--- config.mk ---
export PLATFORM = sky130hd
export DESIGN_NAME = imm_decode_stage_flat
export DESIGN_NICKNAME = d
export VERILOG_FILES = /design/src/rtl/imm_decode_stage_pkg.sv /design/src/rtl/imm_decode_stage_if.sv /design/src/rtl/imm_decode_stage_imm.sv /design/src/rtl/imm_decode_stage.sv /design/src/flat_wrapper.sv
export SDC_FILE = /design/constraint.sdc
export NUM_CORES = 1
export LEC_CHECK = 0
export ABC_CLOCK_PERIOD_IN_PS = 1600
export BUFFER_PORTS_ARGS = -buffer_cell sky130_fd_sc_hd__buf_2
export CELL_PAD_IN_SITES_DETAIL_PLACEMENT = 0
export CELL_PAD_IN_SITES_GLOBAL_PLACEMENT = 1
export CORE_AREA = 2 2 154 156
export DETAILED_ROUTE_END_ITERATION = 7
export DIE_AREA = 0 0 156 158
export GPL_ROUTABILITY_DRIVEN = 0
export PLACE_DENSITY_LB_ADDON = 0.1
export SETUP_SLACK_MARGIN = 0.15
export SLEW_MARGIN = 15
export SYNTH_ARGS = -nofsm -noshare
export SYNTH_HDL_FRONTEND = slang
export SYNTH_SLANG_ARGS = --single-unit
--- constraint.sdc ---
create_clock -name clk -period 1.6 [get_ports clk]
set_clock_uncertainty 0.1 [all_clocks]
set_input_delay 0.24 -clock clk [delete_from_list [all_inputs] [get_ports clk]]
set_output_delay 0.24 -clock clk [all_outputs]
set_load 0.05 [all_outputs]
--- src/rtl/imm_decode_stage_pkg.sv ---
// Shared RV32I decode definitions: opcode constants, immediate formats,
// skid-stage states and the packed decoded-entry record.
package imm_decode_stage_pkg;

    localparam logic [6:0] OPC_LUI      = 7'b0110111;
    localparam logic [6:0] OPC_AUIPC    = 7'b0010111;
    localparam logic [6:0] OPC_JAL      = 7'b1101111;
    localparam logic [6:0] OPC_JALR     = 7'b1100111;
    localparam logic [6:0] OPC_BRANCH   = 7'b1100011;
    localparam logic [6:0] OPC_LOAD     = 7'b0000011;
    localparam logic [6:0] OPC_STORE    = 7'b0100011;
    localparam logic [6:0] OPC_OP_IMM   = 7'b0010011;
    localparam logic [6:0] OPC_OP       = 7'b0110011;
    localparam logic [6:0] OPC_MISC_MEM = 7'b0001111;
    localparam logic [6:0] OPC_SYSTEM   = 7'b1110011;

    typedef enum logic [2:0] {
        FMT_R = 3'd0,
        FMT_I = 3'd1,
        FMT_S = 3'd2,
        FMT_B = 3'd3,
        FMT_U = 3'd4,
        FMT_J = 3'd5
    } fmt_e;

    typedef enum logic [1:0] {
        ST_EMPTY = 2'd0,
        ST_ONE   = 2'd1,
        ST_FULL  = 2'd2
    } state_e;

    typedef struct packed {
        logic [31:0] pc;
        logic [31:0] imm;
        fmt_e        fmt;
        logic [4:0]  rd;
        logic [4:0]  rs1;
        logic [4:0]  rs2;
        logic [6:0]  opcode;
        logic [2:0]  funct3;
        logic        illegal;
    } dec_entry_t;

    function automatic logic [31:0] sext12(input logic [11:0] v);
        return {{20{v[11]}}, v};
    endfunction

endpackage

--- src/rtl/imm_decode_stage_if.sv ---
// Fetch-to-execute handshake bundle around the decode stage; the stage
// takes the slave side, fetch/execute (or a bench) takes the master side.
interface imm_decode_stage_if;

    logic        in_valid;
    logic        in_ready;
    logic [31:0] in_instr;
    logic [31:0] in_pc;

    logic        out_valid;
    logic        out_ready;
    logic [31:0] out_pc;
    logic [31:0] out_imm;
    logic [2:0]  out_fmt;
    logic [4:0]  out_rd;
    logic [4:0]  out_rs1;
    logic [4:0]  out_rs2;
    logic [6:0]  out_opcode;
    logic [2:0]  out_funct3;
    logic        out_illegal;

    modport slave (
        input  in_valid, in_instr, in_pc, out_ready,
        output in_ready, out_valid, out_pc, out_imm, out_fmt,
               out_rd, out_rs1, out_rs2, out_opcode, out_funct3, out_illegal
    );

    modport master (
        output in_valid, in_instr, in_pc, out_ready,
        input  in_ready, out_valid, out_pc, out_imm, out_fmt,
               out_rd, out_rs1, out_rs2, out_opcode, out_funct3, out_illegal
    );

endinterface

--- src/rtl/imm_decode_stage_imm.sv ---
// Combinational RV32I immediate assembly, sign fill and legality check.
// Zero latency, no state, no backpressure.
module imm_assemble
    import imm_decode_stage_pkg::*;
(
    input  logic [31:0] instr_i,
    output logic [31:0] imm_o,
    output fmt_e        fmt_o,
    output logic        illegal_o
);

    always_comb begin
        imm_o     = '0;
        fmt_o     = FMT_R;
        illegal_o = 1'b0;
        unique case (instr_i[6:0])
            // FENCE carries a 12-bit field in the I slot, so it decodes as I.
            OPC_OP_IMM, OPC_LOAD, OPC_JALR, OPC_SYSTEM, OPC_MISC_MEM: begin
                fmt_o = FMT_I;
                imm_o = sext12(instr_i[31:20]);
            end
            OPC_STORE: begin
                fmt_o = FMT_S;
                imm_o = sext12({instr_i[31:25], instr_i[11:7]});
            end
            OPC_BRANCH: begin
                fmt_o = FMT_B;
                imm_o = {{19{instr_i[31]}}, instr_i[31], instr_i[7],
                         instr_i[30:25], instr_i[11:8], 1'b0};
            end
            OPC_LUI, OPC_AUIPC: begin
                fmt_o = FMT_U;
                imm_o = {instr_i[31:12], 12'b0};
            end
            OPC_JAL: begin
                fmt_o = FMT_J;
                imm_o = {{11{instr_i[31]}}, instr_i[31], instr_i[19:12],
                         instr_i[20], instr_i[30:21], 1'b0};
            end
            OPC_OP: begin
                fmt_o = FMT_R;
            end
            default: begin
                illegal_o = 1'b1;
            end
        endcase
    end

endmodule

--- src/rtl/imm_decode_stage.sv ---
// Decode stage with OUT + SKID registers; one cycle from accept to out_valid,
// full rate under out_ready. in_ready is registered (!SKID valid), no comb path from out_ready.
module imm_decode_stage
    import imm_decode_stage_pkg::*;
(
    input  logic               clk,
    input  logic               n_reset,
    input  logic               flush,
    imm_decode_stage_if.slave  bus
);

    logic [31:0] dec_imm;
    fmt_e        dec_fmt;
    logic        dec_illegal;
    dec_entry_t  dec_d;

    state_e      state_q;
    dec_entry_t  out_q;
    dec_entry_t  skid_q;
    logic        out_vld_q;
    logic        in_rdy_q;

    logic        xfer_in;
    logic        xfer_out;

    imm_assemble u_imm_assemble (
        .instr_i   (bus.in_instr),
        .imm_o     (dec_imm),
        .fmt_o     (dec_fmt),
        .illegal_o (dec_illegal)
    );

    always_comb begin
        dec_d         = '0;
        dec_d.pc      = bus.in_pc;
        dec_d.imm     = dec_imm;
        dec_d.fmt     = dec_fmt;
        dec_d.rd      = bus.in_instr[11:7];
        dec_d.rs1     = bus.in_instr[19:15];
        dec_d.rs2     = bus.in_instr[24:20];
        dec_d.opcode  = bus.in_instr[6:0];
        dec_d.funct3  = bus.in_instr[14:12];
        dec_d.illegal = dec_illegal;
    end

    assign xfer_in  = bus.in_valid & in_rdy_q;
    assign xfer_out = out_vld_q & bus.out_ready;

    always_ff @(posedge clk or negedge n_reset) begin
        if (!n_reset) begin
            state_q   <= ST_EMPTY;
            out_vld_q <= 1'b0;
            in_rdy_q  <= 1'b0;
            out_q     <= '0;
            skid_q    <= '0;
        end else if (flush) begin
            state_q   <= ST_EMPTY;
            out_vld_q <= 1'b0;
            in_rdy_q  <= 1'b1;
        end else begin
            unique case (state_q)
                ST_EMPTY: begin
                    in_rdy_q <= 1'b1;
                    if (xfer_in) begin
                        out_q     <= dec_d;
                        out_vld_q <= 1'b1;
                        state_q   <= ST_ONE;
                    end
                end
                ST_ONE: begin
                    if (xfer_in && xfer_out) begin
                        out_q <= dec_d;
                    end else if (xfer_in) begin
                        skid_q   <= dec_d;
                        in_rdy_q <= 1'b0;
                        state_q  <= ST_FULL;
                    end else if (xfer_out) begin
                        out_vld_q <= 1'b0;
                        state_q   <= ST_EMPTY;
                    end
                end
                // in_ready is low here, so only the drain of SKID into OUT can happen.
                ST_FULL: begin
                    if (xfer_out) begin
                        out_q    <= skid_q;
                        in_rdy_q <= 1'b1;
                        state_q  <= ST_ONE;
                    end
                end
                default: begin
                    out_vld_q <= 1'b0;
                    in_rdy_q  <= 1'b1;
                    state_q   <= ST_EMPTY;
                end
            endcase
        end
    end

    assign bus.in_ready    = in_rdy_q;
    assign bus.out_valid   = out_vld_q;
    assign bus.out_pc      = out_q.pc;
    assign bus.out_imm     = out_q.imm;
    assign bus.out_fmt     = out_q.fmt;
    assign bus.out_rd      = out_q.rd;
    assign bus.out_rs1     = out_q.rs1;
    assign bus.out_rs2     = out_q.rs2;
    assign bus.out_opcode  = out_q.opcode;
    assign bus.out_funct3  = out_q.funct3;
    assign bus.out_illegal = out_q.illegal;

endmodule

--- src/flat_wrapper.sv ---
// flat-port wrapper written by rule: the top's interface ports become plain ports
module imm_decode_stage_flat import imm_decode_stage_pkg::*;
  (clk, n_reset, flush, bus_in_valid, bus_in_instr, bus_in_pc, bus_out_ready, bus_in_ready, bus_out_valid, bus_out_pc, bus_out_imm, bus_out_fmt, bus_out_rd, bus_out_rs1, bus_out_rs2, bus_out_opcode, bus_out_funct3, bus_out_illegal);
  imm_decode_stage_if bus_i ();
  input  logic clk;
  input  logic n_reset;
  input  logic flush;
  input wire logic [$bits(bus_i.in_valid)-1:0] bus_in_valid;
  input wire logic [$bits(bus_i.in_instr)-1:0] bus_in_instr;
  input wire logic [$bits(bus_i.in_pc)-1:0] bus_in_pc;
  input wire logic [$bits(bus_i.out_ready)-1:0] bus_out_ready;
  output wire logic [$bits(bus_i.in_ready)-1:0] bus_in_ready;
  output wire logic [$bits(bus_i.out_valid)-1:0] bus_out_valid;
  output wire logic [$bits(bus_i.out_pc)-1:0] bus_out_pc;
  output wire logic [$bits(bus_i.out_imm)-1:0] bus_out_imm;
  output wire logic [$bits(bus_i.out_fmt)-1:0] bus_out_fmt;
  output wire logic [$bits(bus_i.out_rd)-1:0] bus_out_rd;
  output wire logic [$bits(bus_i.out_rs1)-1:0] bus_out_rs1;
  output wire logic [$bits(bus_i.out_rs2)-1:0] bus_out_rs2;
  output wire logic [$bits(bus_i.out_opcode)-1:0] bus_out_opcode;
  output wire logic [$bits(bus_i.out_funct3)-1:0] bus_out_funct3;
  output wire logic [$bits(bus_i.out_illegal)-1:0] bus_out_illegal;
  assign bus_i.in_valid = bus_in_valid;
  assign bus_i.in_instr = bus_in_instr;
  assign bus_i.in_pc = bus_in_pc;
  assign bus_i.out_ready = bus_out_ready;
  assign bus_in_ready = bus_i.in_ready;
  assign bus_out_valid = bus_i.out_valid;
  assign bus_out_pc = bus_i.out_pc;
  assign bus_out_imm = bus_i.out_imm;
  assign bus_out_fmt = bus_i.out_fmt;
  assign bus_out_rd = bus_i.out_rd;
  assign bus_out_rs1 = bus_i.out_rs1;
  assign bus_out_rs2 = bus_i.out_rs2;
  assign bus_out_opcode = bus_i.out_opcode;
  assign bus_out_funct3 = bus_i.out_funct3;
  assign bus_out_illegal = bus_i.out_illegal;
  imm_decode_stage u_core (.clk(clk), .n_reset(n_reset), .flush(flush), .bus(bus_i));
endmodule
### Yosys cells after proc, flatten, opt, wreduce, memory -nomap -nowiden

Cells that the tools add are included.

* flip-flop bits (word level): 190
* bits in latches: 0
* bits in writable memories: 0
* ROM bits: 0
* input bits: 69
* output and inout bits: 95
* word-level logic and storage cells: 85
* memories kept: 0

* add/subtract/negate cells: 0
* $mul: 0
* divide/modulo/power cells: 0
* order comparisons: 0
* eq/ne operators: 24
* shift-type cells: 0
* mux-type cells: 25
* bitwise operators: 4
* reductions and logical operators: 11

Operators by type and width (number)
* 93-bit 2-to-1 mux: 3
* 93-bit case mux with 3 select lines: 1
* 32-bit case mux with 5 select lines: 1
* 7-bit equality test, second input constant: 4
* 7-bit by 6-bit equality test with 1-bit output, second input constant: 3
* 3-bit case mux with 5 select lines: 1
* 7-bit by 5-bit equality test with 1-bit output, second input constant: 2
* 2-bit 2-to-1 mux: 6
* 3-bit by 2-bit != test with 1-bit output, second input constant: 4
* 11-bit OR reduction: 1
* 1-bit 2-to-1 mux: 10
* 5-bit AND reduction: 2
* 4-bit AND reduction: 2
* 7-bit by 2-bit equality test with 1-bit output, second input constant: 1
* 7-bit by 4-bit equality test with 1-bit output, second input constant: 1
* 2-bit by 1-bit != test with 1-bit output, second input constant: 3
* 3-bit != test, second input constant: 2
* 2-bit case mux with 3 select lines: 1
* 5-bit OR reduction: 1
* 4-bit by 2-bit != test with 1-bit output, second input constant: 1
* 1-bit case mux with 3 select lines: 1
* 3-bit AND reduction: 1
* 3-bit nonzero test: 1
* 1-bit AND: 2
* 8 further kinds: 9

### Longest topological paths before layout

* depth in word-level cells: 6
* mapped depth: 8
* depth with buffers taken out: 5

### Hierarchy

A second synthesis with hierarchy kept.

* cell total of the unflattened synthesis: 826
* area, all modules: 8549.4 sq um

Modules (own cells, without submodules)
* imm_decode_stage: instances 1, cells an instance 732, area each 7876.3 sq um, sequential area each 4754.6 sq um
* imm_assemble: instances 1, cells an instance 94, area each 673.1 sq um, sequential area each 0.0 sq um

### Least setup slack after synthesis

Ideal clock, no wire load.

* path type: reg-to-reg
* from: register u_core.in_rdy_q, in the netlist u_core.bus.in_ready
* to: register u_core.out_q (netlist bit u_core.bus.out_imm[22])
* setup time: 0.094 ns
* arrival time: 1.833 ns
* required time: 1.406 ns
* path slack: -0.427 ns
* stages on the path, launching flop included: 7
* path buffers: 2
* period minus slack after synthesis: 2.027 ns
* path through: dfrtp_1 nand3b_1 o32ai_2 buf_2 buf_2 nor2_1 a211oi_1

* word-level cells in the longest chain between the ends: 4
* elaborated cells between the ends (all ways): 5
* classes of those cells: 2 x eq/ne; 1 x bitwise; 2 x reduce/logical

Ends and longest elaborated chain
* from (decl): RTL line imm_decode_stage.sv:21 `logic in_rdy_q;`
* from (signal assigned): RTL line imm_decode_stage.sv:53 `in_rdy_q <= 1'b0;`
* from (signal assigned): RTL line imm_decode_stage.sv:59 `in_rdy_q <= 1'b1;`
* from (signal assigned): RTL line imm_decode_stage.sv:63 `in_rdy_q <= 1'b1;`
* 1-bit AND *: RTL line imm_decode_stage.sv:46 `assign xfer_in = bus.in_valid & in_rdy_q;`
* 1-bit logical AND: RTL line imm_decode_stage.sv:71 `if (xfer_in && xfer_out) begin`
* 2-bit by 1-bit != test with 1-bit output (no line)
* 5-bit AND reduction (no line) *
* to (signal assigned): RTL line imm_decode_stage.sv:85 `out_q <= skid_q;`
* to (decl): RTL line imm_decode_stage.sv:18 `dec_entry_t out_q;`

Mark *: on every way between the ends. The rest lies on a longest branch, timed or not.
A chain may end at the register's enable or synchronous reset.

### Worst setup path after layout

* from: register u_core.state_q[1]
* to: register u_core.out_q (netlist bit u_core.bus.out_opcode[6])

* word-level cells in the longest chain between the ends: 3
* elaborated cells between the ends (all ways): 9
* classes of those cells: 5 x eq/ne; 1 x mux; 3 x reduce/logical

Ends and longest elaborated chain
* from (decl): RTL line imm_decode_stage.sv:17 `state_e state_q;`
* from (signal assigned): RTL line imm_decode_stage.sv:51 `state_q <= ST_EMPTY;`
* from (signal assigned): RTL line imm_decode_stage.sv:57 `state_q <= ST_EMPTY;`
* from (signal assigned): RTL line imm_decode_stage.sv:67 `state_q <= ST_ONE;`
* 2-bit equality test (tied with other cells): RTL line imm_decode_stage.sv:61 `unique case (state_q)`
* 2-bit by 1-bit != test with 1-bit output (no line) or 3-bit nonzero test (tied branches)
* 5-bit AND reduction (no line)

Several ways; a longest one is shown, not always the timed one.

==> results.cfg <==
[worst_setup_path]
end_kind = flip-flop
cp_max_fo = 8
critical_path_class = reg2reg
crit_family = buffers and inverters
cpPeakStageDelay_ns = 0.38
path_common_cell = buf_12
cp_slowest_cell = dfrtp_1
crit_arrival_ns = 2.16
path_buf_inv = 4
cp-start-kind = flip-flop
cp_cell_sequence = nand3b_1 -> buf_6 -> o32ai_4 -> buf_12 -> buf_12 -> clkbuf_16 -> nor2_2 -> a31oi_1
critPathRequiredTime_ns = 1.84

[clock_network]
clk_path_buf_depth = 2
root_buffer = clkbuf_16
cts_max_level = 4
cts_tree = done
cts.sinks = 190
clk_pin_slew_worst_paths_ns = 0.08
cts_made_buffers = 17
clk-insertion-delay-late_ns = 0.44

[timing]
whs_ns = 0.0218
max_clock_freq_mhz = 521
hold_viol = 0
worst_slew_pin_slew_ns = 0.503
finalCriticalPeriod_ns = 1.92
rsz0062_at_grt = yes
fin_crit_sh_pct = 120
maxSlewViolCount = 0
slew-limit-headroom_pct = 66.4
setup_viol = 186
setup_ws_ns = -0.320

[global_route]
antenna_found_initial = 0
first_global_vias = 7178
grt_max_degree = 57
overflow = 0
grt_pass1_wl_um = 39800
grt_usage_pct = 20.7

[floorplan]
die-area_um2 = 24600
io_pins = 164
core_um2 = 23100
start_util_pct = 36.2
core.rowCount = 56
dieWidth_um = 156
die_h_um = 158

[placement]
io_buffers = 163
place_ws_ns = -0.286
dp_cells = 1417
dp_hpwl_um = 17000

[logic_synthesis]
synth_nets = 1006
netlist-cell-type-count = 42
synth_seq_cells = 190
synth_edf_count = 0
synth.avg_cell_area_um2 = 8.91
syn_inst = 937
synth_top_area_cell = dfrtp_1
ys_async_sr_fraction_pct = 100
yosys_warnings = 0
synth_area_leaders = dfrtp_1 57%, nand2_1 15%, nor2_1 5.3%
mappedNetlistArea_um2 = 8350
yosysSeqAreaShare_pct = 56.9
synthFlopType = dfrtp_1
yosysTopAreaCellShare_pct = 56.9

[routing]
wl_per_cell_um = 17.3
ant_nets = 0
dr_total_vias = 7581
dr.pass1.iters = 5
finalWirelength_um = 26500
drc_errors = 0
avgViaCountPerCell = 4.95
drt_iter0_drc = 485

[cells_and_area]
fin_cells = 1530
final_util_pct = 53.4
layout.nets = 1296
area_delta_synth_final_pct = 47.5
drive_above_1_share_pct = 32.5
final_common_cell = nand2_1
diodes = 0
n_fill_cell = 2168
layout_common_cells = 314 x nand2_1, 188 x dfrtp_1, 147 x buf_2

[status]
status = finished, violations left
violations = setup timing

[pwr]
power_density_nw_per_um2 = 1380
ir_drop_mv = 0.704
p_leak_nw = 5.79
report.power.total_mw = 17.1

[worst_hold_path]
hold_class = in2reg

[run]
drv_cap = 0
[synth_stat cells (3+ instances only)]
master	instances
a22o_1	10
mux2_2	5
buf_6	3
and2_4	3
a32oi_1	7
nand3b_1	4
clkbuf_1	28
nor3_1	20
buf_2	31
nor2_1	119
buf_4	6
a221o_1	7
nor2b_1	3
a21oi_1	32
a211oi_1	21
dfrtp_1	190
o21ai_0	7
a31oi_1	69
nand2b_1	3
o21bai_1	4
nand2_1	331
and3_1	9
[power breakdown]
part / internal, mW / switching, mW
clock network: 2.16 / 2.07
logic: 1.95 / 3.90
registers: 6.17 / 0.806
[per-stage QoR]
step                      TNS [ns]  cell area, um2
after floorplan             -34.52            8490
after global placement      -30.16           10200
after detailed placement    -36.38           10200
after CTS                   -30.75           11500
after global routing        -49.44           12300
final                       -34.19           12300
[kinds of logic after synthesis]
kind of cell / Yosys count / share of synthesized area [%]
fa+ha+maj: 1 / 0.120
compound gates: 168 / 13.7
mux: 5 / 0.674
flops: 190 / 56.9
simple gates: 503 / 24.5
buf+inv: 70 / 4.15
[state kept, by name, summed over array words and instances (netlist names), 2 cells and up]
signal / cells
u_core.bus.out_funct3: 3
u_core.bus.out_opcode: 7
u_core.bus.out_rs2: 5
u_core.bus.out_fmt: 3
u_core.bus.out_pc: 32
u_core.state_q: 2
u_core.skid_q: 93
u_core.bus.out_imm: 32
u_core.bus.out_rs1: 5
u_core.bus.out_rd: 5
[routing by layer]
metal  global-route usage (%)  vias to the layer above  share of wire [%]
li1                         -                     3743                  -
met4                     5.64                        0                1.2
met5                        0                        -                  0
met3                     2.87                       22                3.7
met2                     33.9                      178                 48
met1                     29.0                     3638                 47
[worst register-to-register path, cell delays in order, from the launching register on]
cell       delay, ns
dfrtp_1         0.38
nand3b_1        0.24
buf_6           0.18
o32ai_4         0.24
buf_12          0.19
buf_12          0.15
clkbuf_16       0.17
nor2_2          0.04
a31oi_1         0.15
[cell type report]
cell class	count	area (um2)	share of cell area (%)
clock buffers	20	457	3.71
multi-input cells	677	3600	29.3
flip-flops and latches	190	4760	38.6
inverters	2	7.51	0.0610
repair buffers	339	3010	24.5
clock inverters	12	115	0.935
well taps	290	363	2.95
[worst paths after layout]
check | startpoint | end | slack, ns | cells past startpoint
setup / recovery | u_core.state_q[1] | u_core.bus.out_opcode[6] | -0.32 | 8
hold / removal | bus_in_instr[23] | u_core.skid_q[14] | 0.02 | 3
setup reg to reg | u_core.state_q[1] | u_core.bus.out_opcode[6] | -0.32 | 8
hold reg to reg | u_core.skid_q[26] | u_core.skid_q[26] | 0.36 | 2
max in group asynchronous | n_reset | u_core.bus.out_imm[28] | 0.58 | 3
min in group asynchronous | n_reset | u_core.bus.out_pc[26] | 0.22 | 2
[what timing repair did]
action                                  in CTS  in global routing
hold endpoints to repair                   144                  0
pin swaps                                    4                 12
hold buffers                                55                  0
cloned                                       2                 13
gates resized for setup                     20                113
endpoints found under the setup margin     194                212
setup buffers                                5                  6
No activity file was read; power rests on OpenSTA's default activity.
